`src/rtl/pw_trigger_pkg.sv`:
```
// Shared state encoding and packed-bus slicing helpers for the multi-pulse trigger sequencer.
// No logic of its own; latency and backpressure are defined by the modules that import it.
package pw_trigger_pkg;

    typedef enum logic [1:0] {
        ST_IDLE  = 2'd0,
        ST_DELAY = 2'd1,
        ST_PULSE = 2'd2
    } seq_state_t;

    localparam int PW_NUM_PULSES_DEF = 8;
    localparam int PW_IDX_W_DEF      = 3;
    localparam int PW_DELAY_W_DEF    = 20;
    localparam int PW_WIDTH_W_DEF    = 17;

    // LSB of field idx in a bus of equal-width fields packed from bit 0 upward.
    function automatic int field_lsb(input int idx, input int fld_w);
        return idx * fld_w;
    endfunction

endpackage

```
`src/rtl/pw_pulse_timer.sv`:
```
// Loadable down-counter with optional max(v,1)-1 clamp on load; expired is high while the count is 0.
// Load takes effect on the next edge; no backpressure, counting only gated by dec.
module pw_pulse_timer #(
    parameter int pW = 20
) (
    input  logic          fe_clk,
    input  logic          reset_n,
    input  logic          load,
    input  logic          min1,
    input  logic [pW-1:0] load_val,
    input  logic          dec,
    output logic          expired
);

    logic [pW-1:0] cnt;
    logic [pW-1:0] load_cnt;

    // With min1 set a zero-length segment still lasts one cycle, so pulses never merge.
    always_comb begin
        load_cnt = load_val;
        if (min1 && (load_val != '0)) begin
            load_cnt = load_val - pW'(1);
        end
    end

    always_ff @(posedge fe_clk or negedge reset_n) begin
        if (!reset_n) begin
            cnt <= '0;
        end else if (load) begin
            cnt <= load_cnt;
        end else if (dec && (cnt != '0)) begin
            cnt <= cnt - pW'(1);
        end
    end

    assign expired = (cnt == '0);

endmodule

```
`src/rtl/pw_trigger_seq.sv`:
```
// Multi-pulse trigger sequencer: match at edge k gives pulse 0 from edge k+1+d0, later pulses spaced by max(d,1)/max(w,1).
// No backpressure: matches arriving while a sequence is in flight are dropped and flagged on O_missed.
module pw_trigger_seq
    import pw_trigger_pkg::*;
#(
    parameter int pNUM_PULSES  = PW_NUM_PULSES_DEF,
    parameter int pIDX_WIDTH   = PW_IDX_W_DEF,
    parameter int pDELAY_WIDTH = PW_DELAY_W_DEF,
    parameter int pWIDTH_WIDTH = PW_WIDTH_W_DEF
) (
    input  logic                                fe_clk,
    input  logic                                reset_n,
    input  logic                                I_arm,
    input  logic                                I_enable,
    input  logic                                I_match,
    input  logic [pIDX_WIDTH:0]                 I_num_pulses,
    input  logic [pNUM_PULSES*pDELAY_WIDTH-1:0] I_delay,
    input  logic [pNUM_PULSES*pWIDTH_WIDTH-1:0] I_width,
    output logic                                O_trigger,
    output logic                                O_busy,
    output logic [pIDX_WIDTH-1:0]               O_pulse_idx,
    output logic                                O_capture_enable_pulse,
    output logic                                O_done,
    output logic                                O_missed
);

    localparam int NW = pIDX_WIDTH + 1;

    seq_state_t              state;
    seq_state_t              nxt_state;
    logic [pIDX_WIDTH-1:0]   last_idx;
    logic [pIDX_WIDTH-1:0]   next_idx;
    logic [pIDX_WIDTH-1:0]   accept_last;
    logic [NW-1:0]           n_clamped;
    logic                    in_seq;
    logic                    accept;
    logic                    abort;
    logic                    seg_start;
    logic                    seg_end;
    logic                    more;
    logic                    dly_load;
    logic                    dly_min1;
    logic                    dly_run;
    logic                    dly_exp;
    logic                    wid_run;
    logic                    wid_exp;
    logic [pDELAY_WIDTH-1:0] dly_val;
    logic [pWIDTH_WIDTH-1:0] wid_val;

    always_comb begin
        next_idx    = O_pulse_idx + pIDX_WIDTH'(1);
        n_clamped   = (I_num_pulses > NW'(pNUM_PULSES)) ? NW'(pNUM_PULSES) : I_num_pulses;
        accept_last = pIDX_WIDTH'(n_clamped - NW'(1));

        in_seq = (state != ST_IDLE);
        // O_busy still high means a sequence ended on the previous edge; that match is a miss too.
        accept = I_match & I_arm & I_enable & (I_num_pulses != '0) & ~in_seq & ~O_busy;
        abort  = in_seq & ~I_arm;

        seg_start = (state == ST_DELAY) & dly_exp & ~abort;
        seg_end   = (state == ST_PULSE) & wid_exp & ~abort;
        more      = (O_pulse_idx != last_idx);

        // Pulse 0 delay is taken as-is so d0=0 rises on the edge after the match.
        dly_load = accept | (seg_end & more);
        dly_min1 = ~accept;
        dly_val  = accept ? I_delay[field_lsb(0, pDELAY_WIDTH) +: pDELAY_WIDTH]
                          : I_delay[field_lsb(int'(next_idx), pDELAY_WIDTH) +: pDELAY_WIDTH];
        wid_val  = I_width[field_lsb(int'(O_pulse_idx), pWIDTH_WIDTH) +: pWIDTH_WIDTH];
        dly_run  = (state == ST_DELAY);
        wid_run  = (state == ST_PULSE);

        nxt_state = state;
        if (abort) begin
            nxt_state = ST_IDLE;
        end else begin
            case (state)
                ST_IDLE:  if (accept)    nxt_state = ST_DELAY;
                ST_DELAY: if (seg_start) nxt_state = ST_PULSE;
                ST_PULSE: if (seg_end)   nxt_state = more ? ST_DELAY : ST_IDLE;
                default:                 nxt_state = ST_IDLE;
            endcase
        end
    end

    always_ff @(posedge fe_clk or negedge reset_n) begin
        if (!reset_n) begin
            state                  <= ST_IDLE;
            last_idx               <= '0;
            O_trigger              <= 1'b0;
            O_busy                 <= 1'b0;
            O_pulse_idx            <= '0;
            O_capture_enable_pulse <= 1'b0;
            O_done                 <= 1'b0;
            O_missed               <= 1'b0;
        end else begin
            state                  <= nxt_state;
            // Enable gates the output only; the sequence itself keeps counting.
            O_trigger              <= (nxt_state == ST_PULSE) & I_enable;
            O_busy                 <= in_seq;
            O_done                 <= seg_end & ~more;
            O_capture_enable_pulse <= seg_start & (O_pulse_idx == '0) & I_enable;

            if (accept) begin
                O_pulse_idx <= '0;
                last_idx    <= accept_last;
            end else if (seg_end && more) begin
                O_pulse_idx <= next_idx;
            end

            if (accept) begin
                O_missed <= 1'b0;
            end else if (I_match && (in_seq || O_busy)) begin
                O_missed <= 1'b1;
            end
        end
    end

    pw_pulse_timer #(.pW(pDELAY_WIDTH)) u_delay_timer (
        .fe_clk   (fe_clk),
        .reset_n  (reset_n),
        .load     (dly_load),
        .min1     (dly_min1),
        .load_val (dly_val),
        .dec      (dly_run),
        .expired  (dly_exp)
    );

    pw_pulse_timer #(.pW(pWIDTH_WIDTH)) u_width_timer (
        .fe_clk   (fe_clk),
        .reset_n  (reset_n),
        .load     (seg_start),
        .min1     (1'b1),
        .load_val (wid_val),
        .dec      (wid_run),
        .expired  (wid_exp)
    );

endmodule

```
`config.mk`:
```
export PLATFORM = sky130hd
export DESIGN_NAME = pw_trigger_seq
export DESIGN_NICKNAME = d
export VERILOG_FILES = /design/src/rtl/pw_trigger_pkg.sv /design/src/rtl/pw_pulse_timer.sv /design/src/rtl/pw_trigger_seq.sv
export SDC_FILE = /design/constraint.sdc
export NUM_CORES = 1
export LEC_CHECK = 0
export CAP_MARGIN = 20
export CORE_AREA = 2 2 145 105
export CTS_BUF_LIST = sky130_fd_sc_hd__clkbuf_4 sky130_fd_sc_hd__clkbuf_8
export DETAILED_ROUTE_END_ITERATION = 12
export DIE_AREA = 0 0 147 107
export PLACE_DENSITY = 0.95
export SLEW_MARGIN = 20
export SYNTH_ARGS = -nofsm -noshare
export SYNTH_HDL_FRONTEND = slang
export SYNTH_SLANG_ARGS = --single-unit
export TNS_END_PERCENT = 30
```
`constraint.sdc`:
```
create_clock -name fe_clk -period 13.1 [get_ports fe_clk]
set_input_delay 2.62 -clock fe_clk [delete_from_list [all_inputs] [get_ports fe_clk]]
set_output_delay 2.62 -clock fe_clk [all_outputs]
set_load 0.005 [all_outputs]
```
==> out/summary.txt, run 1 <==
Status: completed
Worst-margin pin slew: 0.927 ns
DRT iter0 DRCs: 742
Maximum vdd ir drop: 0.0411 mV
Final min period: 6.19 ns
# setup viols final: 0
Internal cell power: 382 uW
Syn nets: 974
Slowest stage cell, crit path: a211oi_4
Static Leak: 0.00334 uW
Worst setup SP type: input pin
Met2 WL: 11800 um
Crit path DAT: 6.43 ns
Reg2reg path depth: 10
Power share of the combinational group: 0.424
Core area: 0.0144 sq mm
Hold-critical path depth: 2
Synth unique cells: 61
Final WL: 24800 um
Initial antenna violation count: 0
Max incr delay on CP: 0.71 ns
Final Non-Filler Cells: 1138
RR Startpoint: O_pulse_idx[0]
Switching pwr: 179 uW
CTS tree: done
Syn Inst Count: 658
Total CTS buffers: 5
Sequential share of power: 0.369
H-tree levels: 2
Vias: 6947
Final hold vios: 0
Crit-path cells: clkdlybuf4s50_1 -> nor4_2 -> or3_1 -> and3_1 -> nand4_1 -> a211oi_4 -> nand3_2 -> or3b_1 -> a31oi_1
Final setup TNS: 0 ns
Worst reg-to-reg setup slack: 8.10 ns
Seq/Total Area, Yosys: 0.198
Die H: 107 um
Post-DP HPWL: 20400 um
DR WL met3: 2640 um
Post-DR wirelength/cell: 21.8 um
Area Growth Syn to Fin: 52.3%
CTS Hold Bufs: 0
Worst skew pair latency: 0.32 ns
Ys async rst share: 1.00
Clock sinks: 50
Worst r2r dst: u_delay_timer.cnt[18]
Longest Clk Path Bufs: 2
HP Class: reg2reg
Post-CTS Setup Bufs: 0
Crit-path max FO: 22
Top sig layer: met4
TritonRoute pass-1 iters: 5
GR Overflow Total: 0
Slew Limit Fails: 0
Max-Slew Margin vs Limit: 0.380
Clock transition at path regs: 0.09 ns
Placed cells: 1130
IO Pins: 313
Cts repair resizes: 0
Fmax: 0.162 GHz
Main synth FF type: dfrtp_1
Power per cell area: 58.2 mW/mm^2
Yosys warns: 0
Sw frac: 0.319
Worst EP required: 13.34 ns
Die Span X: 147 um
Initial Utilization: 0.441
DRC Markers: 0
Worst min-delay path startpoint: last_idx[2]
Clock Power Share: 0.206
Full die area: 0.0157 sq mm
Largest net degree at the start of global routing: 66
Syn_area_per_cell: 9.61 sq um
Part of the cycle the worst path needs: 0.473
Nets: 1258
First-pass GRT wire length: 38000 um
Final RePlAce weighted congestion: 1.01
Cell Rows: 37
Vias/cell: 6.10
RSZ-0062 raised after global routing: false
CP endpoint kind: register
Detail Route Antenna Nets: 0
Flops & latches, synth: 50
Met1 wire length: 9910 um
EDFF count, synth: 0
CTS root buffer: clkbuf_8
Worst Hold Path EP: last_idx[2]
Vias in the first global route: 6949
Clock skew: 0.00969 ns
Kind of critical path: in2reg
PortBufs: 312
Max-Cap Viols: 0
GRT Util Overall: 0.309
Layout cell share with drive strength beyond 1: 0.106
Synthesized area: 0.00632 sq mm
how the worst max path moves through the flow:
stage	startpoint	to	slack (ns)	cells past startpoint
after detailed placement	I_num_pulses[3]	u_delay_timer.cnt[18]	6.40	9
final	I_num_pulses[1]	u_delay_timer.cnt[18]	6.91	9
after global placement	I_num_pulses[1]	u_delay_timer.cnt[18]	6.60	9
after CTS	I_num_pulses[1]	u_delay_timer.cnt[18]	6.71	9
after floorplan	I_num_pulses[1]	u_delay_timer.cnt[8]	7.75	12
after global routing	I_num_pulses[1]	u_delay_timer.cnt[18]	6.74	9
cell type report:
cell class | count | area (sq um)
Timing Repair Buffer | 322 | 3190
Tap cell | 195 | 244
Inverter | 15 | 56.3
Clock buffer | 6 | 82.6
Fill cell | 1062 | 4720
Clock inverter | 1 | 30.0
Multi-Input combinational cell | 548 | 4770
Antenna cell | 1 | 2.50
Sequential cell | 50 | 1250
worst max-delay path: cells and delay by family:
| kind | cells | cell delay, ns |
|---|---|---|
| simple gates | 6 | 2.46 |
| compound gates | 2 | 0.87 |
| buf+inv | 1 | 0.47 |
state kept, by name, summed over array words and instances, names as in the netlist:
register / flops
O_missed: 1
O_trigger: 1
state: 2
u_delay_timer.cnt: 20
last_idx: 3
O_pulse_idx: 3
O_busy: 1
u_width_timer.cnt: 17
O_capture_enable_pulse: 1
O_done: 1
layout by cell type (no fill, tap or decap), types with 17 or more instances in the layout:
cell type / Yosys / final
clkdlybuf4s50_1: 0 / 311
mux2i_1: 65 / 65
mux4_2: 60 / 60
nand2_1: 50 / 50
dfrtp_1: 50 / 49
nor2_1: 45 / 45
xnor2_1: 35 / 35
a21oi_1: 34 / 34
o21ai_0: 28 / 28
nor3_1: 27 / 26
xor2_1: 24 / 23
nand3_1: 19 / 19
nor4_1: 18 / 17
through the flow:
step / hold WS [ns] / cell area, sq um / worst slack, ns / total power (uW) / util
final: 0.518 / 9630 / 6.91 / 560 / 0.671
after global routing: 0.555 / 9630 / 6.74 / 585 / 0.671
after CTS: 0.517 / 9620 / 6.71 / 553 / 0.670
after detailed placement: 0.493 / 9510 / 6.40 / 439 / 0.663
after global placement: 0.480 / 9510 / 6.60 / 430 / 0.663
after floorplan: 0.469 / 6320 / 7.75 / 301 / -
cell usage after synthesis, drive strengths merged (2+ instances only):
| library cell | instances | area, sq um |
|---|---|---|
| mux2i | 65 | 651 |
| mux4 | 63 | 1430 |
| dfrtp | 50 | 1250 |
| nand2 | 50 | 188 |
| nor2 | 45 | 169 |
| xnor2 | 35 | 307 |
| a21oi | 34 | 170 |
| o21ai | 30 | 150 |
| nor3 | 27 | 135 |
| buf | 25 | 204 |
| xor2 | 24 | 210 |
| clkbuf | 20 | 75.1 |
| nand3 | 20 | 105 |
| nor4 | 18 | 113 |
| nand4 | 16 | 106 |
| inv | 15 | 56.3 |
| ha | 11 | 138 |
| a31oi | 9 | 56.3 |
| and2 | 9 | 56.3 |
| mux2 | 8 | 90.1 |
| nor3b | 7 | 52.6 |
| or3 | 7 | 43.8 |
| a211oi | 6 | 57.6 |
| a21o | 6 | 45.0 |
| and3 | 6 | 37.5 |
| nand2b | 6 | 37.5 |
| nor2b | 5 | 31.3 |
| nand4b | 4 | 35.0 |
| o221ai | 4 | 35.0 |
| nor4b | 3 | 26.3 |
| or2 | 3 | 18.8 |
| and4 | 2 | 17.5 |
| nand3b | 2 | 15.0 |
| o211a | 2 | 20.0 |
| o211ai | 2 | 15.0 |
| o21bai | 2 | 15.0 |
| o41ai | 2 | 17.5 |
| or4 | 2 | 15.0 |
power by group through the flow:
stage          sequential [uW]  combinational (uW)  clock [uW]
2_1_floorplan              199                 102           0
3_3_place_gp               206                 224           0
3_5_place_dp               208                 231           0
4_1_cts                    205                 233         115
5_1_grt                    209                 255         121
6_report                   207                 238         116
per-layer routing:
metal,up-vias,GRT usage
li1,3094,-
met1,3315,0.426
met2,485,0.510
met3,53,0.0655
met4,0,0.0591
met5,-,0
kinds of logic (layout without fill, tap and decap cells):
group / Yosys count / after routing / synth area share
AND/OR/NAND/NOR: 235 / 235 / 0.195
multiplexers: 136 / 136 / 0.343
AO/OA/AOI/OAI: 107 / 107 / 0.107
buffers and inverters: 60 / 344 / 0.0530
XOR/XNOR: 59 / 59 / 0.0817
flip-flops: 50 / 50 / 0.198
adder cells (fa/ha/maj): 11 / 11 / 0.0218
other: 0 / 1 / 0
Note: power is estimated with default switching activity, not from simulation.
==> run 2: changes to the inputs <==
Settings changed: CORE_AREA 2 2 145 105 to 2 2 148 107, DIE_AREA 0 0 147 107 to 0 0 150 109, PLACE_DENSITY 0.95 to 0.93.
Clock period 13.1 ns to 6 ns, I/O delays scaled along.
==> out/summary.txt, run 2 (synthesis results as in run 1) <==
DRT iter0 DRCs: 662 (-11%)
Power per cell area: 121 mW/mm^2 (+110%)
Total CTS buffers: 5 (unchanged)
HP Class: reg2reg
Worst skew pair latency: 0.31 ns (about the same)
Final min period: 4.55 ns
Slew Limit Fails: 0 (unchanged)
Detail Route Antenna Nets: 0 (unchanged)
Initial antenna violation count: 1 (+1)
Final hold vios: 0 (unchanged)
Vias/cell: 5.93 (-2.8%)
Vias: 6805 (-2.0%)
Max reg flops: 20 (unchanged)
Commonest non-fill, non-tap cell in the layout: clkdlybuf4s50_1
Maximum vdd ir drop: 0.150 mV (+260%)
CTS tree: done
GR Overflow Total: 0 (unchanged)
Post-CTS Setup Bufs: 0 (unchanged)
Regs by FF count: u_delay_timer.cnt: 20 flops, u_width_timer.cnt: 17 flops
Cts repair resizes: 0 (unchanged)
Final setup TNS: 0 ns (unchanged)
First-pass GRT wire length: 37500 um (-1.4%)
Clock sinks: 50 (unchanged)
Vias in the first global route: 6821 (-1.8%)
Cell Rows: 38 (+2.7%)
CTS Hold Bufs: 0 (unchanged)
Full die area: 0.0164 sq mm (+3.9%)
Kind of critical path: reg2reg
Clock skew: 0.0150 ns (+0.00531 ns)
Final core occ: 0.641 (-0.0301)
Area Growth Syn to Fin: 52.3% (unchanged)
Clock transition at path regs: 0.10 ns (about the same)
Longest Clk Path Bufs: 2 (unchanged)
TritonRoute pass-1 iters: 5 (unchanged)
Internal cell power: 788 uW (+110%)
Sequential share of power: 0.382 (+0.013)
Status: completed
Post-DR wirelength/cell: 21.1 um (-2.9%)
# setup viols final: 0 (unchanged)
Initial Utilization: 0.421 (-0.0197)
Part of the cycle the worst path needs: 0.758
Post-DP HPWL: 20400 um (-0.27%)
Final WL: 24200 um (-2.1%)
Fmax: 0.220 GHz
Die H: 109 um (+1.9%)
Largest net degree at the start of global routing: 66 (unchanged)
Switching pwr: 380 uW (+110%)
Largest Register: u_delay_timer.cnt
CP endpoint kind: register
Dpl cell area: 0.00954 sq mm (+0.30%)
Power share of the combinational group: 0.440 (+0.016)
RSZ-0062 raised after global routing: false
CTS root buffer: clkbuf_8
Sw frac: 0.326 (+0.00669)
H-tree levels: 2 (unchanged)
Commonest cells after routing, fill and taps aside: 311 x clkdlybuf4s50_1, 65 x mux2i_1, 60 x mux4_2
Worst EP required: 6.17 ns (-7.17 ns)
Core area: 0.0150 sq mm (+4.7%)
Crit path DAT: 4.72 ns (-1.71 ns)
IO Pins: 313 (unchanged)
DRC Markers: 0 (unchanged)
Crit-path max FO: 36 (+64%)
Worst setup SP type: register
PortBufs: 312 (unchanged)
Clock Power Share: 0.178 (-0.028)
Die Span X: 150 um (+2.0%)
Max-Cap Viols: 0 (unchanged)
Design area: 0.00963 sq mm (unchanged)
Max-Slew Margin vs Limit: 0.394 (+0.0144)
Layout cell share with drive strength beyond 1: 0.109 (+0.00272)
Static Leak: 0.00335 uW (+0.23%)
Worst-margin pin slew: 0.902 ns (-0.0247 ns)
GRT Util Overall: 0.299 (-0.0106)
Final RePlAce weighted congestion: 0.981 (-2.9%)
Nets: 1261 (+0.24%)
==> run 2: worst paths after layout <==
path,startpoint,endpoint,slack (ns),cells past startpoint
min in group asynchronous,reset_n,u_width_timer.cnt[11],0.98,2
setup reg to reg,O_pulse_idx[0],u_width_timer.cnt[9],1.45,10
hold / removal,O_missed,O_missed,0.51,2
setup / recovery,O_pulse_idx[0],u_width_timer.cnt[9],1.45,10
hold reg to reg,O_missed,O_missed,0.51,2
max in group asynchronous,reset_n,O_pulse_idx[0],4.52,2
==> run 2: critical path, cell delays in order (launching register included) <==
cell and delay, ns:
dfrtp_4 0.42, buf_4 0.47, buf_4 0.64, mux4_2 0.62
mux2i_1 0.49, o211ai_1 0.35, nand4bb_1 0.58, nand3_1 0.39
nor3b_1 0.11, xor2_1 0.22, a21oi_1 0.10
==> run 2: stage by stage <==
| stage | power (uW) | cells | setup WS (ns) | hold WS (ns) |
|---|---|---|---|---|
| global route | 1230 | 1147 | 1.12 | 0.553 |
| global placement | 937 | 1138 | 1.30 | 0.481 |
| detailed placement | 954 | 1138 | 1.19 | 0.490 |
| floorplan | 657 | 658 | 1.54 | 0.469 |
| finish | 1170 | 1147 | 1.45 | 0.508 |
| CTS | 1160 | 1146 | 1.52 | 0.511 |
==> run 2: power groups by stage <==
stage	Sequential [uW]	Combinational, uW	Clock, uW
after CTS	443	507	209
final	446	514	207
after global placement	447	490	0
after detailed placement	449	504	0
after floorplan	436	222	0
after global routing	453	555	225
==> run 2: layout make-up <==
class / count / area [sq um]
timing repair buffer: 325 / 3220
tap: 200 / 250
clock inverter: 2 / 13.8
sequential: 50 / 1250
multi-input combinational: 548 / 4760
fill: 1225 / 5390
inverter: 15 / 56.3
antenna: 1 / 2.50
clock buffer: 6 / 76.3
==> run 2: layer usage <==
layer | track usage | routed length, um
met5 | 0 | 0
met4 | 0.0559 | 325
met3 | 0.0661 | 2350
met2 | 0.467 | 11200
met1 | 0.430 | 10300
